File: src/rtl/gpu_pkg.sv
// gpu_pkg: shared text-mode timing constants and the CPU access FSM state type.
//   Holds the default 640x480 (800x525 total) timing, the 8x16 cell geometry,
//   the 80x30 character grid size and the number of text cells.
package gpu_pkg;

   localparam int H_VISIBLE           = 640;
   localparam int H_TOTAL             = 800;
   localparam int V_VISIBLE           = 480;
   localparam int V_TOTAL             = 525;
   localparam int CHAR_WIDTH          = 8;
   localparam int CHAR_HEIGHT         = 16;
   localparam int DISPLAY_CHAR_WIDTH  = 80;
   localparam int DISPLAY_CHAR_HEIGHT = 30;
   localparam int TEXT_CELLS          = DISPLAY_CHAR_WIDTH * DISPLAY_CHAR_HEIGHT;

   typedef enum logic [1:0] {IDLE, WAIT, ACK} cpu_state_t;

endpackage

File: src/rtl/raster_counter.sv
// raster_counter: pixel raster position plus a two-pixel lookahead used to schedule cell fetches.
//   clk, rst     : pixel clock, asynchronous active-high reset
//   x_o, y_o     : current raster position
//   fx_o, fy_o   : position two pixel clocks ahead, with line and frame wrap
//   pix_valid_o  : current position lies inside the visible area
module raster_counter #(
   parameter int H_VISIBLE = gpu_pkg::H_VISIBLE,
   parameter int H_TOTAL   = gpu_pkg::H_TOTAL,
   parameter int V_VISIBLE = gpu_pkg::V_VISIBLE,
   parameter int V_TOTAL   = gpu_pkg::V_TOTAL
) (
   input  logic       clk,
   input  logic       rst,
   output logic [9:0] x_o,
   output logic [9:0] y_o,
   output logic [9:0] fx_o,
   output logic [9:0] fy_o,
   output logic       pix_valid_o
);

   logic [9:0] x_q, x_d, y_q, y_d;
   logic       x_last, y_last, ahead_wrap;

   always_comb begin
      x_last      = x_q == 10'(H_TOTAL - 1);
      y_last      = y_q == 10'(V_TOTAL - 1);
      x_d         = x_last ? '0 : x_q + 10'd1;
      y_d         = !x_last ? y_q : y_last ? '0 : y_q + 10'd1;
      // the lookahead crosses into the next line for the last two pixels of a line
      ahead_wrap  = x_q >= 10'(H_TOTAL - 2);
      fx_o        = ahead_wrap ? x_q - 10'(H_TOTAL - 2) : x_q + 10'd2;
      fy_o        = !ahead_wrap ? y_q : y_last ? '0 : y_q + 10'd1;
      x_o         = x_q;
      y_o         = y_q;
      pix_valid_o = (x_q < 10'(H_VISIBLE)) && (y_q < 10'(V_VISIBLE));
   end

   always_ff @(posedge clk or posedge rst)
      if (rst) begin
         x_q <= '0;
         y_q <= '0;
      end else begin
         x_q <= x_d;
         y_q <= y_d;
      end

endmodule

File: src/rtl/text_vram_scheduler.sv
// text_vram_scheduler: text-mode raster sequencer sharing a single-port VRAM between display prefetch and CPU.
//   clk, rst                       : pixel clock, asynchronous active-high reset
//   cpu_req/we/addr/wdata          : CPU access request, held until cpu_ack
//   cpu_ack, cpu_rdata             : one-cycle completion pulse, read data (held)
//   mem_en/we/addr/wdata, mem_rdata: VRAM port, synchronous read (data one cycle after mem_en)
//   pix_address, pix_char, pix_valid: raster {y,x}, character code of that cell, visible flag
module text_vram_scheduler #(
   parameter int H_VISIBLE           = gpu_pkg::H_VISIBLE,
   parameter int H_TOTAL             = gpu_pkg::H_TOTAL,
   parameter int V_VISIBLE           = gpu_pkg::V_VISIBLE,
   parameter int V_TOTAL             = gpu_pkg::V_TOTAL,
   parameter int CHAR_WIDTH          = gpu_pkg::CHAR_WIDTH,
   parameter int CHAR_HEIGHT         = gpu_pkg::CHAR_HEIGHT,
   parameter int DISPLAY_CHAR_WIDTH  = gpu_pkg::DISPLAY_CHAR_WIDTH,
   parameter int DISPLAY_CHAR_HEIGHT = gpu_pkg::DISPLAY_CHAR_HEIGHT
) (
   input  logic        clk,
   input  logic        rst,
   input  logic        cpu_req,
   input  logic        cpu_we,
   input  logic [11:0] cpu_addr,
   input  logic [7:0]  cpu_wdata,
   output logic        cpu_ack,
   output logic [7:0]  cpu_rdata,
   output logic        mem_en,
   output logic        mem_we,
   output logic [11:0] mem_addr,
   output logic [7:0]  mem_wdata,
   input  logic [7:0]  mem_rdata,
   output logic [19:0] pix_address,
   output logic [7:0]  pix_char,
   output logic        pix_valid
);

   import gpu_pkg::*;

   localparam int CW_LG = $clog2(CHAR_WIDTH);
   localparam int CH_LG = $clog2(CHAR_HEIGHT);
   localparam int CELLS = DISPLAY_CHAR_WIDTH * DISPLAY_CHAR_HEIGHT;

   logic [9:0]  x, y, fx, fy;
   logic [11:0] disp_addr;
   logic        disp_fetch, cpu_issue, cpu_hit;
   logic        fetch_q, rd_q, oob_q;
   logic [7:0]  pix_char_q, pix_char_d, cpu_rdata_q, cpu_rdata_d;
   cpu_state_t  state_q, state_d;

   raster_counter #(
      .H_VISIBLE(H_VISIBLE),
      .H_TOTAL  (H_TOTAL),
      .V_VISIBLE(V_VISIBLE),
      .V_TOTAL  (V_TOTAL)
   ) u_raster (
      .clk        (clk),
      .rst        (rst),
      .x_o        (x),
      .y_o        (y),
      .fx_o       (fx),
      .fy_o       (fy),
      .pix_valid_o(pix_valid)
   );

   // Fetching two pixels early lets the read data land in pix_char exactly at the cell's first pixel.
   always_comb begin
      disp_fetch = ((fx & 10'(CHAR_WIDTH - 1)) == '0) && (fx < 10'(H_VISIBLE)) && (fy < 10'(V_VISIBLE));
      disp_addr  = 12'(fy >> CH_LG) * 12'(DISPLAY_CHAR_WIDTH) + 12'(fx >> CW_LG);
      cpu_hit    = cpu_addr < 12'(CELLS);
      // rst gating keeps the port quiet while a request is held through reset
      cpu_issue  = (state_q == IDLE) && cpu_req && !disp_fetch && !rst;
   end

   always_ff @(posedge clk or posedge rst)
      if (rst) state_q <= IDLE;
      else     state_q <= state_d;

   always_comb
      state_d = (state_q == IDLE) ? (cpu_issue ? WAIT : IDLE) : (state_q == WAIT) ? ACK : IDLE;

   always_comb begin
      cpu_ack   = state_q == ACK;
      mem_en    = disp_fetch || (cpu_issue && cpu_hit);
      mem_we    = cpu_issue && cpu_hit && cpu_we;
      mem_addr  = disp_fetch ? disp_addr : (cpu_issue && cpu_hit) ? cpu_addr : '0;
      mem_wdata = mem_we ? cpu_wdata : '0;
   end

   // Display and CPU read data never arrive in the same cycle: a CPU issue excludes a fetch in that cycle.
   always_comb begin
      pix_char_d  = fetch_q ? mem_rdata : pix_char_q;
      cpu_rdata_d = (state_q == WAIT && rd_q) ? (oob_q ? '0 : mem_rdata) : cpu_rdata_q;
   end

   always_ff @(posedge clk or posedge rst)
      if (rst) begin
         fetch_q     <= 1'b0;
         rd_q        <= 1'b0;
         oob_q       <= 1'b0;
         pix_char_q  <= '0;
         cpu_rdata_q <= '0;
      end else begin
         fetch_q     <= disp_fetch;
         pix_char_q  <= pix_char_d;
         cpu_rdata_q <= cpu_rdata_d;
         if (cpu_issue) begin
            rd_q  <= !cpu_we;
            oob_q <= !cpu_hit;
         end
      end

   assign pix_address = {y, x};
   assign pix_char    = pix_char_q;
   assign cpu_rdata   = cpu_rdata_q;

endmodule

File: config.mk
export PLATFORM = sky130hd
export DESIGN_NAME = text_vram_scheduler
export DESIGN_NICKNAME = d
export VERILOG_FILES = /design/src/rtl/gpu_pkg.sv /design/src/rtl/raster_counter.sv /design/src/rtl/text_vram_scheduler.sv
export SDC_FILE = /design/constraint.sdc
export NUM_CORES = 1
export LEC_CHECK = 0
export BUFFER_PORTS_ARGS = -buffer_cell sky130_fd_sc_hd__buf_2
export CAP_MARGIN = 20
export CORE_MARGIN = 4
export CORE_UTILIZATION = 37
export CTS_CLUSTER_SIZE = 12
export DETAILED_ROUTE_END_ITERATION = 6
export PLACE_DENSITY = 0.61
export REMOVE_ABC_BUFFERS = 1
export SETUP_SLACK_MARGIN = 0.15
export SYNTH_ARGS = -nofsm -noshare
export SYNTH_HDL_FRONTEND = slang
export SYNTH_SLANG_ARGS = --single-unit
File: constraint.sdc
create_clock -name clk -period 4.7 [get_ports clk]
set_input_delay 0.94 -clock clk [delete_from_list [all_inputs] [get_ports clk]]
set_output_delay 0.94 -clock clk [all_outputs]
set_load 0.02 [all_outputs]
### Word-level counts from Yosys, hierarchy flattened

Index checks and enable logic that the tools add are counted.
W data, S select, Z words.

| operators by class | value |
|---|---|
| add/sub/neg operators | 5 |
| multipliers | 1 |
| $lt $le $gt $ge | 6 |
| equality and inequality tests | 4 |
| multiplexer cells | 11 |
| reduce and logical (&&, ||, !) cells | 16 |

Operators with widths:

| kind | number |
|---|---|
| $mux W10 | 4 |
| $mux W12 | 2 |
| $add A10 B1 Y10 const B | 2 |
| $eq A10 B10 Y1 const B | 2 |
| $lt A10 B10 Y1 const B | 2 |
| $lt A10 B9 Y1 const B | 2 |
| $mux W8 | 2 |
| $add A12 B7 Y12 | 1 |
| $lt A12 B12 Y1 const B | 1 |
| $add A10 B2 Y10 const B | 1 |
| $ge A10 B10 Y1 const B | 1 |
| $logic_not A10 Y1 | 1 |
| $sub A10 B10 Y10 const B | 1 |
| $logic_and A1 B1 Y1 | 9 |
| $mul A6 B3 Y8 const B | 1 |
| $logic_not A1 Y1 | 4 |
| $mux W2 | 2 |
| $eq A2 B1 Y1 const B | 1 |
| $eq A2 B2 Y1 const B | 1 |
| $logic_not A2 Y1 | 1 |
| $logic_or A1 B1 Y1 | 1 |
| $mux W1 | 1 |

| word-level totals | value |
|---|---|
| flip-flop bits (word level) | 41 |
| input bits | 32 |
| output and inout bits | 60 |
| logic and storage cells | 51 |

### Logic depth before layout (Yosys ltp)

Gate-level depths: netlist (run 1).

| depth | value |
|---|---|
| depth in word-level cells | 11 |
| gate-level depth with buffers | 15 |
| depth with buffers taken out | 15 |

### By module

A second synthesis (run 1) with hierarchy kept.

| second synthesis, totals | value |
|---|---|
| cell total of the unflattened synthesis | 305 |
| area total of the unflattened synthesis | 2864.0 sq um |

Modules (own cells, without submodules):

| module | instances | cells an instance | area an instance (sq um) | seq. area each (sq um) |
|---|---|---|---|---|
| raster_counter | 1 | 169 | 1452.6 | 500.5 |
| text_vram_scheduler | 1 | 136 | 1411.4 | 525.5 |

### Worst setup path before layout (run 1)

OpenSTA, ideal clock, no wires.

| path | value |
|---|---|
| path kind | register to output |
| start | register u_raster.x_q[4], in the netlist u_raster.x_o[4] |
| end | output mem_addr[11] |
| arrival | 3548 ps |
| data required time | 3760 ps |
| slack | 212 ps |
| cell stages (with the launch flop) | 15 |
| path buffers | 2 |
| cells stage by stage | dfrtp_1 -> clkbuf_1 -> and4_1 -> clkbuf_1 -> o31a_1 -> nand2_1 -> xnor2_1 -> ha_1 -> ha_1 -> fa_1 -> nand2_1 -> nor2_1 -> nand3_1 -> xnor2_1 -> mux2i_1 |

| between the ends | value |
|---|---|
| word-level cells in the longest chain between the ends | 11 |
| elaborated cells on any way between the ends | 18 |
| those cells by class | add/sub: 3; mul: 1; order compare: 3; mux: 4; reduce/logical: 7 |

RTL lines:

| what | line | text |
|---|---|---|
| start, declared | raster_counter.sv:21 | `logic [9:0] x_q, x_d, y_q, y_d;` |
| start signal, assigned | raster_counter.sv:40 | `x_q <= '0;` |
| start signal, assigned | raster_counter.sv:43 | `x_q <= x_d;` |
| branches (longest 10 deep; another with $add A12 B7 Y12) | n/a |  |
| $mux W12 (*) | text_vram_scheduler.sv:83 | `mem_addr = disp_fetch ? disp_addr : (cpu_issue && cpu_hit) ? cpu_addr : '0;` |
| end, declared | text_vram_scheduler.sv:27 | `output logic [11:0] mem_addr,` |

Every way passes the cells marked *.

### Final worst setup path (run 1)

| path | value |
|---|---|
| start | register u_raster.x_q[7], in the netlist u_raster.x_o[7] |
| end | output mem_addr[11] |

Same word-level chain as after synthesis.

==> results of run 1 <==
## synth_stat cells (all sizes together) (5+ instances only)
cell type	count
nor2	20
nand2b	10
xnor2	14
clkbuf	14
inv	10
ha	16
mux2i	12
o31ai	5
nor3	5
buf	6
and4	9
nand3	13
a31oi	6
nand2	43
mux2	8
dfrtp	41
a21oi	12
and2	5
xor2	12
nand4	7
o21ai	24
a21o	5
## worst min path at each step
stage / cells after the start / slack, ns / end
after global placement: 1 / 0.45 / state_q[1]$_DFF_PP0_
after floorplan: 1 / 0.43 / state_q[1]$_DFF_PP0_
final: 1 / 0.46 / state_q[1]$_DFF_PP0_
after global routing: 1 / 0.49 / state_q[1]$_DFF_PP0_
after detailed placement: 1 / 0.45 / state_q[1]$_DFF_PP0_
after CTS: 1 / 0.46 / state_q[1]$_DFF_PP0_
## state kept, by name, indices dropped and copies added, names as in the netlist
name	cells
fetch_q	1
cpu_rdata	8
u_raster.y_o	10
rd_q	1
oob_q	1
pix_char	8
u_raster.x_o	10
state_q	2
## final cells by class
| cell class | instances | area (µm²) |
|---|---|---|
| Fill cell | 745 | 3914 |
| Timing Repair Buffer | 117 | 655.6 |
| Multi-Input combinational cell | 260 | 1846 |
| Tap cell | 102 | 127.6 |
| Clock inverter | 1 | 30.03 |
| Inverter | 10 | 37.54 |
| Sequential cell | 41 | 1031 |
| Clock buffer | 7 | 86.33 |
## metrics by stage
step                setup WS [ns]    util  instance area (µm²)  total power, mW
floorplan                  0.2647       -                 2843           0.4997
global placement           0.3539  0.4587                 3545           0.5634
detailed placement         0.2487  0.4587                 3545           0.5674
CTS                        0.1567  0.4775                 3690           0.8646
global route              0.03707  0.4935                 3814           0.8961
finish                     0.2544  0.4935                 3814           0.8505
## worst max-delay path: stages (launching register included)
cell	delay [ns]
dfrtp_1	0.39
or3_4	0.42
o31a_1	0.37
nand4_1	0.14
xnor2_2	0.13
ha_1	0.25
ha_2	0.19
fa_1	0.59
nand2_1	0.08
nor2_2	0.12
nand3_1	0.10
xnor2_1	0.14
mux2i_1	0.12
buf_4	0.16
## kinds of logic (layout without fill, tap and decap cells)
family	after synthesis	after routing	synth area share
compound gates	63	63	0.1375
buf+inv	30	135	0.04270
mux	20	20	0.07174
simple gates	133	133	0.2383
flops	41	41	0.3501
fa+ha+maj	18	18	0.08198
xor+xnor	26	26	0.07771
## routing by layer
layer | vias to the layer above | track usage | part of all wire
li1 | 1383 | - | -
met4 | 0 | 0.03240 | 0.0069
met1 | 1315 | 0.2151 | 0.45
met3 | 4 | 0.04326 | 0.066
met2 | 97 | 0.2739 | 0.47
met5 | - | 0 | 0
## where the power goes
group	leakage, nW	internal, mW	switching (mW)
Combinational	1.35	0.0576	0.0939
Clock	0.0585	0.173	0.120
Sequential	0.520	0.386	0.0204
## what timing repair did
action	in CTS	in global routing
resized for setup	4	16
pin swaps	1	14
setup buffers	2	9
hold buffers	0	0
setup endpoints to repair	3	3
==> flow_summary.toml, run 1 <==
[power]
vdd_drop_max_mv = 0.1420
p_leak_nw = 1.930
pwr_density_cell_mw_per_mm2 = 223.0

[setup_path]
reg2reg_depth = 9
crit_start = "u_raster.x_o[7]$_DFF_PP0_"
start_kind = "register"
critPathRequiredTime_ns = 3.76
critPathCaptureType = "output pin"
r2r_setup_slack_ns = 1.81
cp_max_fo = 4
arrival_ns = 3.51
r2r-end = "rd_q$_DFFE_PP0N_"
crit_type = "reg -> out"
r2r-start = "u_raster.x_o[7]$_DFF_PP0_"
endpoint = "mem_addr[11]"

[timing]
slew_headroom = 0.4107
rsz0062_at_grt = "true"
finalHoldWorstSlack_ns = 0.4613
tns_ns = 0
final_hold_viol_count = 0
drv_slew = 0
min_period_ns = 4.446
clock.fmax_mhz = 224.9
period_share = 0.9459
worst_pin_slew_ns = 0.8766
clock-skew-final_ns = 0.006357
finalSetupViolations = 0

[die]
design.core.area_mm2 = 0.007727
die_x_um = 97.00
start_util = 0.3792
rows = 32
die_h_um = 97.00
dieArea_mm2 = 0.009408
ios = 92

[place]
place_inst = 519
numPortBuffers = 91
place_congestion = 0.8401
hpwl_um = 6009

[synthesis]
syn_area_per_cell_um2 = 8.853
synth.cell_area_mm2 = 0.002930
synth-main-ff-cell = "dfrtp_1"
yosysTopAreaCell = "dfrtp_1"
synthTopCellsByArea = "dfrtp_1, ha_1, nand2_1"
ys_ff_latch = 41
ys_seq_area_frac = 0.3501
synth_edf_count = 0
ys_types = 47
yosys_warnings = 0
synthArstFlopShare = 1.000
synth_top_area_share = 0.3501
syn_inst = 331

[grt]
antenna_found_initial = 0
grt_start_max_net_pins = 43
grt_pass1_vias = 2673
grt_overflow = 0
grt_pass1_wl_um = 12950
grt_use_total = 0.1641

[drt]
dr_total_vias = 2799
dr.pass1.iters = 5
drc_errors = 0
via_per_inst = 5.203
drt_iter0_drc = 181
drt-wirelength-per-cell_um = 14.84
drt-total-wl_um = 7982
antenna_left = 0

[finish]
final_cell_mix = "buf_2, nand2_1, dfrtp_1, buf_4, o21ai_0"
diodes = 0
final_common_cell = "buf_2"
stdcell_count = 538
drive_gt1_frac = 0.3555
fin_nets = 485
area_growth_pct = 30.15

[clock_network]
htree_levels = 2
clock_path_buffers = 2
cts_root_buffer = "clkbuf_8"
tritoncts.num_buffers = 5
clk_pin_slew_worst_paths_ns = 0.08
cts_sinks = 41
clock_latency_ns = 0.29
cts_tree = "yes"

[worst_hold_path]
hp-class = "reg -> reg"
min-delay-start = "state_q[1]$_DFF_PP0_"

[run]
max_cap_violations = 0

[outcome]
status = "completed"
No activity file was read; power rests on OpenSTA's default activity.
==> run 2: changes to the inputs <==
- REMOVE_ABC_BUFFERS: 1 -> unset
==> flow_summary.toml, run 2 (synthesis gave the netlist of run 1 again) <==
[clock_network]
htree_levels = 2
clock_latency_ns = 0.29
cts_sinks = 41
tritoncts.num_buffers = 5
cts_root_buffer = "clkbuf_8"
cts_tree = "yes"
clk_pin_slew_worst_paths_ns = 0.08
clock_path_buffers = 2

[setup_path]
cp_slowest_stage_delay_ns = 0.60
r2r_setup_slack_ns = 1.90
critPathRequiredTime_ns = 3.76
crit_type = "reg -> out"
cp_num_buf_inv = 1
reg2reg_depth = 8
r2r-start = "u_raster.x_o[5]$_DFF_PP0_"
critPathCaptureType = "output pin"
cp_max_fo = 5
crit_chain = "or3_4 > o31a_1 > nand4_1 > xnor2_2 > ha_1 > ha_4 > fa_2 > nand2_2 > nor2_4 > nand3_2 > xnor2_1 > mux2i_1 > buf_4"
arrival_ns = 3.52
r2r-end = "rd_q$_DFFE_PP0N_"
path_delay_family = "adder cells"
crit_slowest_cell = "fa_2"
start_kind = "register"

[power]
intPower_uw = 562.0
clock_power_share = 0.309
vdd_drop_max_mv = 0.1295
p_leak_nw = 1.908
p_total_uw = 803.6
p_sw_frac = 0.3006
p_seq_frac = 0.506
p_switching_uw = 241.6
pwr_density_cell_mw_per_mm2 = 211.7
power_frac_comb = 0.185

[drt]
drc_errors = 0
dr.pass1.iters = 4
via_per_inst = 5.184
drt-total-wl_um = 7846
drt-wirelength-per-cell_um = 14.61
drt_iter0_drc = 145
dr_total_vias = 2784
antenna_left = 0

[place]
place_inst = 519
numPortBuffers = 91
hpwl_um = 5983
place_congestion = 0.8677

[grt]
grt_pass1_wl_um = 13320
grt_start_max_net_pins = 43
grt_overflow = 0
grt_pass1_vias = 2675
antenna_found_initial = 0
grt_use_total = 0.1668

[die]
start_util = 0.3792
dieArea_mm2 = 0.009408
ios = 92
die_x_um = 97.00
rows = 32
die_h_um = 97.00
design.core.area_mm2 = 0.007727

[timing]
worst_pin_slew_ns = 0.6197
period_share = 0.9483
finalSetupViolations = 0
drv_slew = 0
clock.fmax_mhz = 224.4
rsz0062_at_grt = "true"
slew_headroom = 0.5868
final_hold_viol_count = 0
clock-skew-final_ns = 0.003463
tns_ns = 0
finalHoldWorstSlack_ns = 0.4653
min_period_ns = 4.457

[finish]
final_common_cell = "buf_2"
diodes = 0
area_growth_pct = 29.55
stdcell_count = 537
fin_util = 0.4913
fin_nets = 484
drive_gt1_frac = 0.3517
final_cell_mix = "buf_2, nand2_1, dfrtp_1, buf_4, o21ai_0"

[worst_hold_path]
min-delay-start = "state_q[1]$_DFF_PP0_"
min_to = "state_q[1]$_DFF_PP0_"
hold_depth = 1
hp-class = "reg -> reg"

[run]
max_cap_violations = 0

[synthesis]
syn_nets = 381

[outcome]
status = "completed"
-- run 2: cell type report --
class,count,area [µm²]
inverters,10,37.54
multi-input cells,260,1854
clock inverters,2,13.76
well taps,102,127.6
flip-flops and latches,41,1030
repair buffers,116,650.6
fillers,748,3931
clock buffers,6,82.58
-- run 2: worst register-to-register path, cell delays in order, from the launching register on --
cell      delay (ns)
dfrtp_1         0.38
or3_4           0.42
o31a_1          0.36
buf_4           0.17
o21ai_0         0.42
a2111o_1        0.22
buf_4           0.23
inv_2           0.18
o311ai_0        0.32
-- run 2: how the worst max path moves through the flow --
stage / start / endpoint / cells after the start
CTS: u_raster.x_o[4]$_DFF_PP0_ / mem_addr[11] / 13
detailed placement: u_raster.x_o[2]$_DFF_PP0_ / mem_addr[11] / 14
global placement: u_raster.x_o[2]$_DFF_PP0_ / mem_addr[11] / 14
floorplan: u_raster.x_o[4]$_DFF_PP0_ / mem_addr[11] / 14
global route: u_raster.x_o[1]$_DFF_PP0_ / mem_addr[11] / 14
finish: u_raster.x_o[5]$_DFF_PP0_ / mem_addr[11] / 13
-- run 2: power groups by stage --
stage / combinational, mW / sequential, mW / clock (mW)
6_report: 0.149 / 0.407 / 0.248
5_1_grt: 0.166 / 0.412 / 0.277
4_1_cts: 0.150 / 0.407 / 0.258
3_5_place_dp: 0.150 / 0.414 / 0
3_3_place_gp: 0.148 / 0.413 / 0
2_1_floorplan: 0.0562 / 0.445 / 0
-- run 2: per-layer routing --
metal  vias to the layer above  track usage  part of all wire
li1                       1392            -                 -
met1                      1302       0.2331              0.47
met2                        83       0.2680              0.47
met3                         7      0.03605             0.058
met4                         0      0.03132            0.0055
met5                         -            0                 0
-- run 2: what timing repair did --
item | in CTS | in global routing
gates resized for setup | 4 | 19
pin swaps | 1 | 10
endpoints found under the setup margin | 3 | 3
hold buffers | 0 | 0
setup buffers | 3 | 7
-- run 2: through the flow --
stage | worst slack, ns | instance area, µm²
6_report | 0.2429 | 3796
5_1_grt | 0.05967 | 3796
4_1_cts | 0.1629 | 3670
3_5_place_dp | 0.3198 | 3538
3_3_place_gp | 0.4348 | 3538
2_1_floorplan | 0.2119 | 2930
